`config.mk`:
```
export PLATFORM = sky130hd
export DESIGN_NAME = cpu_sequencer
export DESIGN_NICKNAME = d
export VERILOG_FILES = /design/src/rtl/cpu_sequencer.sv
export SDC_FILE = /design/constraint.sdc
export NUM_CORES = 1
export LEC_CHECK = 0
export BUFFER_PORTS_ARGS = -buffer_cell sky130_fd_sc_hd__buf_2
export CELL_PAD_IN_SITES_DETAIL_PLACEMENT = 0
export CELL_PAD_IN_SITES_GLOBAL_PLACEMENT = 2
export CORE_UTILIZATION = 40
export CTS_CLUSTER_SIZE = 25
export DETAILED_ROUTE_END_ITERATION = 10
export GPL_ROUTABILITY_DRIVEN = 0
export PLACE_DENSITY_LB_ADDON = 0.1
export SYNTH_ARGS = -nofsm -noshare
export SYNTH_HDL_FRONTEND = slang
export SYNTH_SLANG_ARGS = --single-unit
```
`constraint.sdc`:
```
create_clock -name clk -period 1.7 [get_ports clk]
set_input_delay 0.255 -clock clk [delete_from_list [all_inputs] [get_ports clk]]
set_output_delay 0.255 -clock clk [all_outputs]
set_load 0.005 [all_outputs]
```
`src/rtl/cpu_sequencer.sv`:
```
// cpu_sequencer
// Four-state instruction sequencer wrapped around an external combinational
// ALU. An accepted instruction is latched, its operands are read from a
// four-entry register file, the ALU result is captured, and the result is
// written back to the destination register while the flags are updated.
//
// Parameters:
//   WB_ON_DIV0  1: a divide-by-zero still writes the ALU result to rd
//               0: a divide-by-zero leaves rd (and flag_z) untouched
//
// Ports:
//   clk, rst_n          clock, asynchronous active-low reset
//   instr_valid/ready   instruction handshake (ready only while idle)
//   instr[15:0]         [15] imm, [14:12] opcode, [11:10] rd, [9:8] rs,
//                       [7:6] rt, [7:0] imm8
//   alu_a, alu_b        ALU operands, held from DECODE until back in IDLE
//   alu_sel             ALU operation (the opcode)
//   alu_out, alu_carry  ALU result and carry (carry set on divide-by-zero)
//   dbg_addr, dbg_data  combinational register-file debug read port
//   done                one-cycle pulse when an instruction retires
//   flag_c, flag_z      carry / zero flags of the last retired instruction
//   div0_err            sticky divide-by-zero indicator
module cpu_sequencer #(
    parameter bit WB_ON_DIV0 = 1'b1
) (
    input  logic        clk,
    input  logic        rst_n,
    input  logic        instr_valid,
    output logic        instr_ready,
    input  logic [15:0] instr,
    output logic [7:0]  alu_a,
    output logic [7:0]  alu_b,
    output logic [2:0]  alu_sel,
    input  logic [7:0]  alu_out,
    input  logic        alu_carry,
    input  logic [1:0]  dbg_addr,
    output logic [7:0]  dbg_data,
    output logic        done,
    output logic        flag_c,
    output logic        flag_z,
    output logic        div0_err
);

    typedef enum logic [1:0] {
        IDLE      = 2'd0,
        DECODE    = 2'd1,
        EXECUTE   = 2'd2,
        WRITEBACK = 2'd3
    } state_t;

    localparam logic [2:0] OP_DIV = 3'b110;

    state_t      state;
    state_t      state_next;
    logic [15:0] instr_q;
    logic [7:0]  regs [4];
    logic [7:0]  result_q;
    logic        carry_q;
    logic        div0_q;

    logic        imm_flag;
    logic [2:0]  opcode;
    logic [1:0]  rd;
    logic [1:0]  rs;
    logic [1:0]  rt;
    logic [7:0]  imm8;
    logic        wb_enable;

    // Fields always come from the captured copy, so the instr bus is free
    // to change as soon as the instruction has been accepted.
    assign imm_flag = instr_q[15];
    assign opcode   = instr_q[14:12];
    assign rd       = instr_q[11:10];
    assign rs       = instr_q[9:8];
    assign rt       = instr_q[7:6];
    assign imm8     = instr_q[7:0];

    assign instr_ready = (state == IDLE);
    assign dbg_data    = regs[dbg_addr];

    // A divide-by-zero only commits its result when the build allows it.
    assign wb_enable = !div0_q || WB_ON_DIV0;

    always_ff @(posedge clk or negedge rst_n) begin
        if (!rst_n) begin
            state <= IDLE;
        end else begin
            state <= state_next;
        end
    end

    always_comb begin
        state_next = state;
        case (state)
            IDLE:      if (instr_valid) state_next = DECODE;
            DECODE:    state_next = EXECUTE;
            EXECUTE:   state_next = WRITEBACK;
            WRITEBACK: state_next = IDLE;
            default:   state_next = IDLE;
        endcase
    end

    // Datapath. done is registered on the writeback edge, so it rises in the
    // same cycle the new register value and flags become visible, three
    // edges after acceptance. Reset clears everything, aborting any
    // instruction in flight before it can write back or pulse done.
    always_ff @(posedge clk or negedge rst_n) begin
        if (!rst_n) begin
            instr_q  <= 16'h0000;
            for (int i = 0; i < 4; i++) begin
                regs[i] <= 8'h00;
            end
            alu_a    <= 8'h00;
            alu_b    <= 8'h00;
            alu_sel  <= 3'b000;
            result_q <= 8'h00;
            carry_q  <= 1'b0;
            div0_q   <= 1'b0;
            done     <= 1'b0;
            flag_c   <= 1'b0;
            flag_z   <= 1'b0;
            div0_err <= 1'b0;
        end else begin
            done <= 1'b0;
            case (state)
                IDLE: begin
                    if (instr_valid) begin
                        instr_q <= instr;
                    end
                end
                DECODE: begin
                    alu_a   <= regs[rs];
                    alu_b   <= imm_flag ? imm8 : regs[rt];
                    alu_sel <= opcode;
                end
                EXECUTE: begin
                    result_q <= alu_out;
                    carry_q  <= alu_carry;
                    div0_q   <= (alu_sel == OP_DIV) && (alu_b == 8'h00);
                end
                WRITEBACK: begin
                    if (wb_enable) begin
                        regs[rd] <= result_q;
                        flag_z   <= (result_q == 8'h00);
                    end
                    flag_c <= carry_q || div0_q;
                    if (div0_q) begin
                        div0_err <= 1'b1;
                    end
                    done <= 1'b1;
                end
                default: ;
            endcase
        end
    end

endmodule

```
* Yosys cells after proc, flatten, opt, wreduce, memory -nomap -nowiden *
Cells that the tools add are included.

storage, ports and cells
  register bits after elaboration = 83
  output and inout bits = 32
  input bits = 30
  word-level logic and storage cells = 54

operators by class
  muxes and demuxes = 16
  eq/ne operators = 5
  bitwise gates (word level) = 4
  order comparisons = 5
  reductions and logical operators = 8

operator list
  operator                                                                count
  8-bit 2-to-1 mux                                                        8
  8-bit binary-select mux with 2-bit select                               3
  32-bit bitwise mux                                                      1
  8-bit demux with 2-bit select                                           1
  8-bit zero test                                                         2
  3-bit greater-or-equal comparator (second input constant)               4
  2-bit NOT with 3-bit output                                             4
  2-bit one-hot mux with 4 select lines                                   1
  2-bit equality test (second input constant)                             2
  2-bit AND reduction                                                     2
  3-bit equality test (second input constant)                             1
  3-bit by 1-bit < comparator with 1-bit output (second input constant)   1
  2-bit by 1-bit equality test with 1-bit output (second input constant)  1
  1-bit logical AND                                                       2
  2-bit zero test                                                         1
  2-bit 2-to-1 mux                                                        1
  2-bit != test (second input constant)                                   1
  1-bit logical OR                                                        1
  1-bit 2-to-1 mux                                                        1

* Depth between registers and ports, before layout *
  depth after elaboration = 6
  mapped depth = 6
  mapped depth without buffers = 5

* Least setup slack after synthesis *
No wires, ideal clock.

  path type = flip-flop to flip-flop
  start point = reg state[0]
  end point = reg instr_q[0]
  buffers on the path = 1
  arrival = 1.432 ns
  stages on the path, launching flop included = 6
  period minus slack after synthesis = 1.557 ns
  library setup time = 0.125 ns
  path slack = 0.143 ns
  data required time = 1.575 ns
  path through = dfrtp_1 inv_1 ha_1 nand2_1 buf_2 mux2_2

on the way
  cells in the longest elaborated chain, start to end = 2

ends and longest elaborated chain
  what                                  RTL line  text
  start, declared                       53        state_t state;
  start signal, assigned                88        state <= state_next;
  2-bit zero test                       -
  net instr_ready                       29        output logic instr_ready,
  2-bit AND reduction (no source line)  -
  end signal, assigned                  128       instr_q <= instr;
  end, declared                         55        logic [15:0] instr_q;

The timed path passes the listed nets, and every way through them passes these cells.
A chain may end at the register's enable or synchronous reset.

* Worst setup path in the final report *
  start point = reg regs[8] (netlist bit)
  end point = out dbg_data[0]

on the way
  cells in the longest elaborated chain, start to end = 3

ends and longest elaborated chain
  what                                                 RTL line  text
  start, declared                                      56        logic [7:0] regs [4];
  start signal, assigned by index                      143       regs[rd] <= result_q;
  8-bit binary-select mux with 2-bit select            79        assign dbg_data = regs[dbg_addr];
  8-bit 2-to-1 mux (implied by the code) (2 in a row)  79
  end, declared                                        37        output logic [7:0] dbg_data,

No other way between the ends. The select of a mux whose other input is x is not followed.

==> metrics.txt <==
initial DRC count around 110; H-Tree Depth 3; synth warn 0; Sink Count a little over 80; Via density between 5 and 6; ranking of synthesized cells by area dfrtp_1 53%, mux2_2 18%, mux4_2 13%, mux2_4 3.1%, mux2i_1 2.1%; clock latency on the worst-skew pair 0.35 ns; final hold violation count 0; CTS Buffer Depth 2; min cycle time layout 1.685 ns; all-layer global routing usage a little under a fifth; IO Count between 60 and 70; max frequency about 0.59 GHz; final-report setup violation count 0; row cnt 35; CTS tree yes; PortBufs approximately 60; Max-Cap Viols 0; clock root buffer clkbuf_8; Worst Slack Setup Final around 0.015 ns; routed wire length 8.627 mm; critical path type flip-flop to output pin; crit-path max cell delay about 0.51 ns; total power around 9.4 mW; layout net count 362; Final Skew about 0.0075 ns; CP top delay family multiplexers; Mapped Cells ~250; CTS buffer count 9; Area Overhead vs Synth 20.03%; first-pass GRT wire length about 14 mm; WL/cell between 15 and 20 um; Vert. Die Dim around 100 um; initial core utilization approximately two fifths; Synth Net Count 282; Pins Over Slew Limit 0; router iterations before antenna repair 4; number of fill cells around 840; total core area between 9000 and 10000 sq um; post-synth top area cell dfrtp_1; top-area cell type share of the netlist area between 50% and 60%; nature of the critical path startpoint flip-flop; Worst EP required 1.44 ns; VDD IR max 0.0007308 V; sequential area share after synthesis between 50% and 60%; Tcrit/Tclk final about 100%; Die Area around 10000 sq um; CP bufs+invs 1; average size of a mapped cell around 16 sq um; P per Cell Area ~2000 nW/um^2; Synth Register Bits 83; Hold Crit Start instr[1]; Yosys cell types 29; DP Wirelength just over 6 mm; crit-path cells mux4_2 -> buf_2; CP max stage cell mux4_2; Critical Path Fanout Max 4; Tightest Pin Transition 0.4639 ns; Critical Path End Type output pin; Final Non-Filler Cells about 460; antenna viol nets, final 0; share of layout cells above drive strength 1 between 50% and 60%; clock slew at reported path FFs ~0.080 ns; cell count after placement between 400 and 500; Ant. Diodes 0; RSZ-0062 raised after global routing yes; crit path from regs[8]; total grt overflow 0; vias in the first global route ~2500; initial antenna violation count 0; drc violations 0; crit path DAT approximately 1.4 ns; final core utilization 49.99%; largest net degree at the start of global routing 84; Hold WC Path Type input pin to flip-flop; static leakage ~2.1 nW; worst slack at placement roughly 0.11 ns; outcome completed; Slew HR 69.07%; die width 100.6 um; post-CTS sizing 0; vias ~2400; Post-Synthesis Cell Area between 3000 and 4000 sq um; worst flop-to-flop path startpoint state[1]
[cells in the final DEF (no fill, tap or decap), drive strengths merged, types with 2 or more instances in the layout]
master / instances
ha: 5
a21oi: 8
nor4: 3
clkbuf: 12
nor2: 11
o21ai: 3
or3: 2
nand3b: 2
inv: 4
mux4: 22
clkinvlp: 2
buf: 81
mux2i: 8
a31oi: 2
dfrtp: 83
nand3: 2
mux2: 71
[timing repair]
item	4_1_cts	5_1_grt
buffers inserted	0	8
hold buffers	1	0
hold endpoints to repair	83	0
endpoints found under the setup margin	0	4
[cell usage after synthesis]
library cell,n
nor2_1,11
buf_6,2
mux2_2,63
a21o_1,1
mux4_2,22
inv_1,4
nor3_1,1
a31oi_1,2
nand3b_1,2
o21ai_0,3
buf_4,2
mux2i_1,8
buf_1,1
dfrtp_1,83
clkbuf_8,2
o22ai_1,1
nand2_1,1
nand4_1,1
nor2b_1,1
nor3b_4,1
buf_2,4
a21oi_1,8
mux2_4,8
nor4_1,3
ha_1,5
clkbuf_1,2
or4b_2,1
or3_1,2
nand3_1,2
[registers in the layout (all words and copies together), names as in the netlist]
name,count
flag_c,1
flag_z,1
done,1
div0_err,1
div0_q,1
alu_b,8
alu_a,8
state,2
carry_q,1
instr_q,16
result_q,8
alu_sel,3
regs,32
[cell type report]
| cell class | count | area [sq um] | share of cell area (%) |
|---|---|---|---|
| Sequential cell | 83 | 2077 | 44.54 |
| Multi-Input combinational cell | 147 | 1697 | 36.38 |
| Clock buffer | 12 | 145.1 | 3.112 |
| Timing Repair Buffer | 82 | 518.0 | 11.11 |
| Inverter | 4 | 15.01 | 0.3220 |
| Tap cell | 129 | 161.4 | 3.461 |
| Clock inverter | 4 | 50.05 | 1.073 |
[routing by layer]
metal  vias up  part of all wire (%)  track usage [%]
li1       1086                     -                -
met1      1257                    45            24.88
met2        48                    50            30.98
met3        12                   3.3            3.953
met4         0                   1.5            6.577
met5         -                     0                0
[power by group]
part           switching [mW]  internal (mW)
clock network           0.701          0.718
logic                    1.33           2.56
registers                1.10           2.97
[stage by stage]
stage	area (sq um)	TNS (ns)	hold slack, ns
2_1_floorplan	3885	0	-0.04059
3_5_place_dp	4398	0	0.3285
3_3_place_gp	4398	0	0.3326
6_report	4663	0	0.1260
5_1_grt	4663	-0.01267	0.1128
4_1_cts	4603	0	0.1107
[path summary, 6_finish.rpt]
kind / to / slack [ns] / cells after the start
min in group asynchronous: regs[19] / 0.47 / 3
max in group asynchronous: alu_b[7] / 0.85 / 3
worst max register to register: regs[29] / 0.10 / 4
worst max-delay path: dbg_data[0] / 0.01 / 2
worst min-delay path: instr_q[1] / 0.13 / 2
worst min register to register: div0_err / 0.46 / 1
[cell families (layout without fill, tap and decap cells)]
logic type,count (synthesis),after routing,share of synthesized area (%)
and+or+nand+nor,26,26,3.800
AOI/OAI and AO/OA,15,15,2.093
buffers and inverters,17,102,2.866
adders and majority gates,5,5,1.610
muxes,101,101,36.17
DFF,83,83,53.46
(Power assumes the default switching activity.)
